`src/rtl/mac_pkg.sv`:
```
// Shared defaults and helpers for the multiply-accumulate unit.
package mac_pkg;

  localparam int unsigned DefInW  = 8;
  localparam int unsigned DefAccW = 16;

  // All-ones value of the given accumulator width, used as the saturation clamp.
  // Valid for widths 1..64; callers size-cast the result down to their width.
  function automatic logic [63:0] max_acc(input int unsigned acc_w);
    return {64{1'b1}} >> (64 - acc_w);
  endfunction

endpackage

```
`src/rtl/mac_mult.sv`:
```
// Combinational unsigned IN_W x IN_W multiplier with a full-width product.
// Kept separate so it can be swapped for a DSP-mapped or pipelined variant.
module mac_mult #(
  parameter int unsigned IN_W = 8
) (
  input  logic [IN_W-1:0]   a_i,
  input  logic [IN_W-1:0]   b_i,
  output logic [2*IN_W-1:0] prod_o
);

  // Widen both operands first so no product bits are lost.
  assign prod_o = (2*IN_W)'(a_i) * (2*IN_W)'(b_i);

endmodule

```
`src/rtl/mac.sv`:
```
// Unsigned multiply-accumulate: acc += opa * opb on every rising clk edge.
// The accumulator drives out directly; clr clears it asynchronously.
module mac
  import mac_pkg::*;
#(
  parameter int unsigned IN_W     = DefInW,
  parameter int unsigned ACC_W    = DefAccW,  // must be >= 2*IN_W
  parameter bit          SATURATE = 1'b0
) (
  output logic [ACC_W-1:0] out,
  input  logic [IN_W-1:0]  opa,
  input  logic [IN_W-1:0]  opb,
  input  logic             clk,
  input  logic             clr
);

  localparam logic [ACC_W-1:0] AccMax = ACC_W'(max_acc(ACC_W));

  logic [2*IN_W-1:0] prod;
  logic [ACC_W:0]    sum;
  logic [ACC_W-1:0]  acc_d, acc_q;

  mac_mult #(
    .IN_W (IN_W)
  ) u_mult (
    .a_i    (opa),
    .b_i    (opb),
    .prod_o (prod)
  );

  // One extra bit on the sum exposes the carry for the saturation decision.
  assign sum = {1'b0, acc_q} + (ACC_W+1)'(prod);

  // Next accumulator value: wrap by dropping the carry, or clamp on overflow.
  always_comb begin
    acc_d = sum[ACC_W-1:0];
    if (SATURATE && sum[ACC_W]) begin
      acc_d = AccMax;
    end
  end

  // Accumulator register; clr low clears immediately and holds it at zero.
  always_ff @(posedge clk or negedge clr) begin
    if (!clr) begin
      acc_q <= '0;
    end else begin
      acc_q <= acc_d;
    end
  end

  assign out = acc_q;

endmodule

```
`config.mk`:
```
export PLATFORM = sky130hd
export DESIGN_NAME = mac
export DESIGN_NICKNAME = d
export VERILOG_FILES = /design/src/rtl/mac_pkg.sv /design/src/rtl/mac_mult.sv /design/src/rtl/mac.sv
export SDC_FILE = /design/constraint.sdc
export NUM_CORES = 1
export LEC_CHECK = 0
export CORE_ASPECT_RATIO = 0.5
export CORE_UTILIZATION = 39
export DETAILED_ROUTE_END_ITERATION = 7
export GPL_TIMING_DRIVEN = 0
export PLACE_DENSITY = 0.63
export SYNTH_ARGS = -nofsm -noshare
export SYNTH_HDL_FRONTEND = slang
export SYNTH_HIERARCHICAL = 1
export SYNTH_SLANG_ARGS = --single-unit
```
`constraint.sdc`:
```
create_clock -name clk -period 2.9 [get_ports clk]
set_clock_uncertainty 0.2 [all_clocks]
set_input_delay 0.58 -clock clk [delete_from_list [all_inputs] [get_ports clk]]
set_output_delay 0.58 -clock clk [all_outputs]
set_load 0.005 [all_outputs]
```
# [Word-level counts from Yosys, hierarchy flattened]
# Cells that the tools add are included.
[totals] in_bits=18 word_cells=3 out_inout_bits=16 register_bits=16
[op_classes] mul=1 addsub=1
[ops] operator="$add A16 B16 Y16" n=1
[ops] operator="$mul A8 B8 Y16" n=1

# [Logic depth before layout (Yosys ltp)]
[logic_depth] ltp_word=2 ltp_mapped=22 depth_no_buf=21

# [Cells and area by module]
# Netlist, hierarchy kept.
[modules_own_cells] mod="mac_mult" instances=1 cells_per_inst=243 area_per_inst_um2=2134.5
[modules_own_cells] mod="mac" instances=1 cells_per_inst=117 area_per_inst_um2=1146.1

# [Least setup slack after synthesis]
# Ideal clock, no wire load.
[synth_timing] path_type="input to register" start="in opa[5]" end="reg acc_q[12], in the netlist out[12]" setup_slack_ps=-2396 t_arrival_ps=5016 n_path_buf=0 cell_stages=20 setup_ps=80 required_time_ps=2620 path_cell_list="and2_1 fa_1 inv_1 fa_1 inv_1 fa_1 inv_1 fa_1 inv_1 ha_1 a21o_1 a21oi_2 nand2_1 xor2_1 ha_1 nand3_1 a2bb2oi_1 clkinv_1 o41ai_2 xnor2_1"
[synth_between] elab_chain_len=2
[synth_rtl] element="start: declaration" line="mac.sv:11" text="input logic [IN_W-1:0] opa,"
[synth_rtl] element="$mul A8 B8 Y16" line="mac_mult.sv:12" text="assign prod_o = (2*IN_W)'(a_i) * (2*IN_W)'(b_i);"
[synth_rtl] element="net prod[9]" line="mac.sv:19" text="logic [2*IN_W-1:0] prod;"
[synth_rtl] element="$add A16 B16 Y16" line="mac.sv:32" text="assign sum = {1'b0, acc_q} + (ACC_W+1)'(prod);"
[synth_rtl] element="net sum[12]" line="mac.sv:20" text="logic [ACC_W:0] sum;"
[synth_rtl] element="end signal: assignment" line="mac.sv:45" text="acc_q <= '0;"
[synth_rtl] element="end signal: assignment" line="mac.sv:47" text="acc_q <= acc_d;"
[synth_rtl] element="end: declaration" line="mac.sv:21" text="logic [ACC_W-1:0] acc_d, acc_q;"
# The timed path passes the listed nets, and every way through them passes these cells.

# [Final worst setup path]
[layout_timing] start="in opb[2]" end="reg acc_q[14], in the netlist out[14]"
[layout_between] elab_chain_len=2
[layout_rtl] element="start: declaration" line="mac.sv:12" text="input logic [IN_W-1:0] opb,"
[layout_rtl] element="$mul A8 B8 Y16" line="mac_mult.sv:12"
[layout_rtl] element="net prod[9]" line="mac.sv:19"
[layout_rtl] element="$add A16 B16 Y16" line="mac.sv:32"
[layout_rtl] element="net sum[14]" line="mac.sv:20"
# The timed path passes the listed nets, and every way through them passes these cells.

==> run summary <==
Counting I/O delays and the setup requirement, the final critical path takes 5.27 ns. In this run the remaining antenna-violating nets after routing total 0. The worst max-slew margin expressed relative to the limit is 0.464.

The run gives 0.194 as the overall global routing resource usage. TritonCTS built the clock tree. The layout cell share with drive strength beyond 1 was 0.312; the number of warning messages in the yosys log was 6. The leading register cell type out of synthesis is sky130_fd_sc_hd__dfrtp_1. Ranked by total cell area, the synthesized netlist is headed by sky130_fd_sc_hd__fa_1 23%, sky130_fd_sc_hd__ha_1 19%, sky130_fd_sc_hd__dfrtp_1 12%. The logs give 2832 for the number of global-route vias before repair and 17 for the pin count of the biggest net entering global routing. The run gives 0 as the initial antenna violation count. Of all cell types, the one taking the most synthesized area is sky130_fd_sc_hd__fa_1.

The hold-fix buffer count after cts was 0; the depth of the worst register-to-register path was 7. The worst hold path depth came out at 1. The share of the cycle needed by the critical path after routing came out at 1.82. The repair_antennas step left the layout with diodes totalling 0. Proportion of netlist area held by the largest area contributor: 0.226. Summed over all layers, the routed wires come to 7.97 mm. The register clock-pin slew on the reported worst setup and hold paths came out at 0.05 ns. Counting every sink on the clock net gives 16. The routed layout has 2691 vias. STA classifies the critical path endpoint as a flop.

The first-pass GRT wire length was 13.6 mm. After detailed routing, the number of remaining DRC violations is 0. The tools report the setup slack of the most critical reg-to-reg path as 0.18 ns. For the post-route worst setup slack, the log shows -2.37 ns.

The width of the die came out at 132 microns. Setup repair after global routing could not meet its margin everywhere. The synthesized design contains 16 register bits. Setup violations remaining at the end of the flow were counted as 12. The floorplan step defined a core boundary enclosing 8090 sq um. The later-pin clock latency in the skew report is 0.24 ns.

Summed over all layers, the global routing overflow is 0. For this run, the detailed router's first-pass iteration total came to 4. The number of rows created at floorplan is 23. The path with the worst hold slack has its endpoint at out[0]. At the end of routability-driven placement, the weighted congestion stood at 0.942. When the netlist entered floorplanning its net count stood at 466. The parity-gate share of the synthesized area counting xor and xnor cells was 0.0694; the number of flops mapped to enable cells by yosys was 0. STA puts the critical path data required time at 2.83 ns. In this run the worst hold path is classified as reg2reg. For the total count of hold-check failures in the final report, the log shows 0. The register with the most flip-flops in the layout has 16 of them.

In this run the worst path has a maximum fanout of 4. The number of clock buffers added by TritonCTS is 3. The average cell area after synthesis is 9.11 sq um.

The number of input and output port buffers inserted was 33; the proportion of synthesized flip-flops having asynchronous set or reset was 1.00. The checks that failed: setup timing. The end of the worst register-to-register path is out[10].

The worst register-to-register path begins at out[0]. The run gives 3280 sq um as the post-synthesis cell area. The adder-cell share of the synthesized area is 0.420. STA classifies the critical path startpoint as a primary input. The area of the die is 8810 sq um, and the violation count after the first detailed-route iteration is 98. The run gives 190 MHz as the achievable frequency.

For this design the top-level I/O count stands at 34. The net count reported at finish is 525. The wire-length estimate of the detail-placed layout is 5.95 mm. Compared with the post-synthesis result, the final layout area differs by 35.1%.

The proportion of synthesized area in mux cells is 0.00305. The synthesized-area fraction occupied by ao, oa, aoi and oai cells is 0.140. For the worst setup path, the data arrival time is 5.20 ns. Dividing the detail-routed wire length by the instance count gives 15.1 microns.

The count of pins over their slew limit was 0. The area share of and/or/nand/nor cells after synthesis works out to 0.183. The transition time at the pin with the least slew margin came out at 0.802 ns.

Startpoint of the most critical hold path: out[0]. The instance count of the mapped netlist is 360, and the share of the yosys chip area belonging to registers is 0.122. No sink is reached through more buffers than the 2 on the longest clock path. The number of max-cap violations was 0. The tools report the starting utilization of the core area as 0.406. After synthesis, the largest family of logic cells by area is adder cells. The ratio of routed vias to standard cells works out to 5.09. The flow ran to the end, but the final reports show violations. The classification of the worst setup path is in2reg.

Setup total negative slack on the finished layout was measured at -20.99 ns. The level count of the clock H-tree is 1, and the vertical extent of the die is 66.9 microns. The buffer cell driving the clock tree root was sky130_fd_sc_hd__clkbuf_16.

The netlist uses 45 different library cells. In the layout the commonest cells are 42 x sky130_fd_sc_hd__inv_1, 42 x sky130_fd_sc_hd__and2_1, 35 x sky130_fd_sc_hd__fa_1.
==> synth_stat cells (2+ instances only) <==
cell,count
sky130_fd_sc_hd__a211o_1,3
sky130_fd_sc_hd__a211oi_2,2
sky130_fd_sc_hd__a21o_1,4
sky130_fd_sc_hd__a21oi_1,20
sky130_fd_sc_hd__a21oi_2,3
sky130_fd_sc_hd__a31oi_1,2
sky130_fd_sc_hd__and2_1,50
sky130_fd_sc_hd__and3_1,4
sky130_fd_sc_hd__dfrtp_1,16
sky130_fd_sc_hd__fa_1,37
sky130_fd_sc_hd__ha_1,51
sky130_fd_sc_hd__inv_1,52
sky130_fd_sc_hd__nand2_1,28
sky130_fd_sc_hd__nand3_1,6
sky130_fd_sc_hd__nor2_1,10
sky130_fd_sc_hd__nor2b_1,2
sky130_fd_sc_hd__nor3_1,5
sky130_fd_sc_hd__o211ai_1,3
sky130_fd_sc_hd__o21a_1,4
sky130_fd_sc_hd__o21ai_0,8
sky130_fd_sc_hd__o21bai_1,2
sky130_fd_sc_hd__xnor2_1,17
sky130_fd_sc_hd__xor2_1,9
==> how the worst max path moves through the flow <==
stage / slack (ns) / endpoint / from / cells past startpoint
after floorplan: -2.22 / out[12] / opa[5] / 20
after global placement: -3.18 / out[12] / opa[5] / 21
after detailed placement: -3.21 / out[12] / opa[5] / 21
after CTS: -2.33 / out[14] / opb[2] / 22
after global routing: -2.53 / out[14] / opb[2] / 22
final: -2.37 / out[14] / opb[2] / 22
==> kinds of logic after synthesis <==
| family | Yosys count |
|---|---|
| AND/OR/NAND/NOR | 111 |
| multiplexers | 1 |
| flip-flops | 16 |
| buffers and inverters | 54 |
| adder cells (fa/ha/maj) | 88 |
| XOR/XNOR | 26 |
| AO/OA/AOI/OAI | 64 |
==> layout make-up <==
type,instances,area (sq um)
inverter,53,204
buffer,1,13.8
clock buffer,3,75.1
multi-input combinational,290,3130
sequential,16,400
fill,696,3650
tap,112,140
timing repair buffer,54,472
==> critical path, cell delays in order <==
cell and delay [ns]:
sky130_fd_sc_hd__buf_12 0.10, sky130_fd_sc_hd__and2_4 0.15, sky130_fd_sc_hd__fa_1 0.54, sky130_fd_sc_hd__inv_2 0.04, sky130_fd_sc_hd__fa_1 0.55, sky130_fd_sc_hd__inv_2 0.04, sky130_fd_sc_hd__fa_1 0.49, sky130_fd_sc_hd__inv_1 0.05
sky130_fd_sc_hd__fa_1 0.50, sky130_fd_sc_hd__inv_2 0.05, sky130_fd_sc_hd__ha_4 0.22, sky130_fd_sc_hd__a21o_1 0.17, sky130_fd_sc_hd__a21oi_2 0.18, sky130_fd_sc_hd__nand2_1 0.12, sky130_fd_sc_hd__xor2_1 0.17, sky130_fd_sc_hd__ha_2 0.33
sky130_fd_sc_hd__a21o_1 0.23, sky130_fd_sc_hd__a2bb2oi_4 0.18, sky130_fd_sc_hd__buf_4 0.14, sky130_fd_sc_hd__nor2_2 0.04, sky130_fd_sc_hd__a211oi_2 0.19, sky130_fd_sc_hd__xnor2_1 0.10
==> layer usage <==
| metal | up-vias | GRT usage | part of all wire |
|---|---|---|---|
| li1 | 1313 | - | - |
| met1 | 1306 | 0.266 | 0.50 |
| met2 | 59 | 0.337 | 0.45 |
| met3 | 13 | 0.0183 | 0.028 |
| met4 | 0 | 0.0378 | 0.016 |
| met5 | - | 0 | 0 |
==> stage by stage <==
step | instances | area (sq um) | utilization | worst slack [ns] | hold slack [ns]
detailed placement | 505 | 3930 | 0.486 | -3.21 | 0.303
global placement | 505 | 3930 | 0.486 | -3.18 | 0.289
floorplan | 360 | 3460 | - | -2.22 | 0.0844
finish | 529 | 4430 | 0.548 | -2.37 | 0.306
global route | 529 | 4430 | 0.548 | -2.53 | 0.343
CTS | 525 | 4290 | 0.530 | -2.33 | 0.314
==> what timing repair did <==
action | in CTS | in global routing
pin swaps | 31 | 24
setup endpoints to repair | 13 | 13
buffers inserted | 17 | 4
gates resized for setup | 116 | 36
endpoints found under the hold margin | 0 | 0
Power is left out: the tool's default activity adds up to more than one toggle a clock period on the data nets, which glitch-free logic cannot reach.
==> RTL change 1 (same settings) <==
Change the package constant `DefAccW` from 16 to 32.
--- a/src/rtl/mac_pkg.sv
+++ b/src/rtl/mac_pkg.sv
@@ -2,7 +2,7 @@
 package mac_pkg;
 
   localparam int unsigned DefInW  = 8;
-  localparam int unsigned DefAccW = 16;
+  localparam int unsigned DefAccW = 32;
 
   // All-ones value of the given accumulator width, used as the saturation clamp.
   // Valid for widths 1..64; callers size-cast the result down to their width.
Ports: changed (resized out); port bits go from 34 to 50. The function was not compared with the original's and may differ.
==> RTL change 1 against the unedited design <==
The flow finishes with violations (design-rule violations, negative setup slack). Final area up 34%. Non-clock buffer count up 29. Synthesized area up 26%. Wire length up 32%. Largest cell class unchanged. Worst setup slack worse by 0.25 ns. Synthesized cell count up 23%. Critical endpoint is now out[24]. Sequential cell count up 16. Critical path type unchanged.
Power is not shown: default switching activity piles up to over one toggle a cycle in this logic, so the estimate is an artifact.
==> RTL change 1: results (changes against the unedited design) <==
Clocking
  – H-tree levels: 2 (+1)
  – Clock network latency to the later pin of the worst-skew pair: 0.28 ns (+0.04 ns)
  – Post-CTS Setup Repair Bufs: 23 (+6)
  – Count of clock tree sinks: 32 (+16)
  – Post-CTS sizing: 146 (+26%)

Global routing
  – Number of global-route vias before repair: 3,572 (+26%)
  – Maximum number of pins on one net before global-route repair: 33 (+16)
  – First-pass GRT wire length: 17,420 um (+28%)
  – Total global routing track utilization: 20.14% (+0.75 points)
  – Met1 usage in global routing: 27.00% (+0.41 points)
  – Met3 layer usage reported by global route: 2.788% (+0.96 points)

Drt
  – Residual DRC count: 1 (+1)
  – Routed via count: 3,482 (+29%)
  – Number of DRC violations after detailed-routing iteration 0: 137 (+40%)
  – Routed WL: 10,500 um (+32%)
  – First drt pass iteration count: 6 (+2)

Cells and area
  – Max FFs per register: 32 (+16)
  – Layout net count: 637 (+21%)

Yosys
  – Post-Syn Nets: 551 (+18%)
  – Cell types with the highest counts after synthesis: sky130_fd_sc_hd__inv_1, sky130_fd_sc_hd__ha_1, sky130_fd_sc_hd__and2_1
  – Post-Syn Instances: 444 (+23%)

Place
  – Placed Cells: 633 (+25%)
  – DP Area: 0.005054 mm2 (+29%)
  – Gpl congestion: 0.7849 (-17%)
  – Setup slack after placement: -3.727 ns (-0.5150 ns)

Timing
  – Setup violations, final: 28 (+16)
  – PnR worst setup slack: -2.627 ns (-0.2541 ns)
  – Max transition margin: 49.51% (+3.1 points)

Worst setup path
  – Peak fanout along the critical path: 6 (+2)

Outcome
  – Violations in the final reports: design-rule violations, negative setup slack
  – Outcome: finished with violations
RTL change 1: worst paths after layout:
check	to	slack [ns]	depth (start not counted)
hold reg to reg	out[21]	0.29	1
max in group asynchronous	out[16]	1.84	1
setup reg to reg	out[24]	0.13	9
min in group clk	out[21]	0.29	1
setup / recovery	out[24]	-2.63	24
hold / removal	out[14]	0.17	1
RTL change 1: layout make-up:
| type | count | area, um2 |
|---|---|---|
| Sequential cell | 32 | 800.8 |
| Buffer | 2 | 25.02 |
| Clock inverter | 2 | 35.03 |
| Inverter | 55 | 206.4 |
| Tap cell | 140 | 175.2 |
| Multi-Input combinational cell | 352 | 3762 |
| Fill cell | 877 | 4293 |
| Clock buffer | 6 | 128.9 |
| Timing Repair Buffer | 82 | 820.8 |
RTL change 1: through the flow:
stage	setup TNS, ns	hold slack, ns
floorplan	-60.35	0.08441
global placement	-89.27	0.2889
detailed placement	-90.18	0.2855
CTS	-62.12	0.2065
global route	-67.88	0.2339
finish	-63.40	0.1688
RTL change 1: worst max-delay path, delay by kind of cell:
family | cells | cell delay [ns]
and+or+nand+nor | 3 | 0.29
xor gates and xnor gates | 2 | 0.38
adders and majority gates | 6 | 2.48
buffers and inverters | 7 | 0.60
AOI/OAI and AO/OA | 6 | 1.15
RTL change 1: cells by family (layout without fill, tap and decap cells):
group / count (synthesis) / in the layout / synth area share [%]
xor gates and xnor gates: 38 / 38 / 8.053
and+or+nand+nor: 144 / 144 / 18.74
DFF: 32 / 32 / 19.38
adders and majority gates: 89 / 89 / 33.67
AOI/OAI and AO/OA: 81 / 81 / 14.71
buffers and inverters: 60 / 147 / 5.450
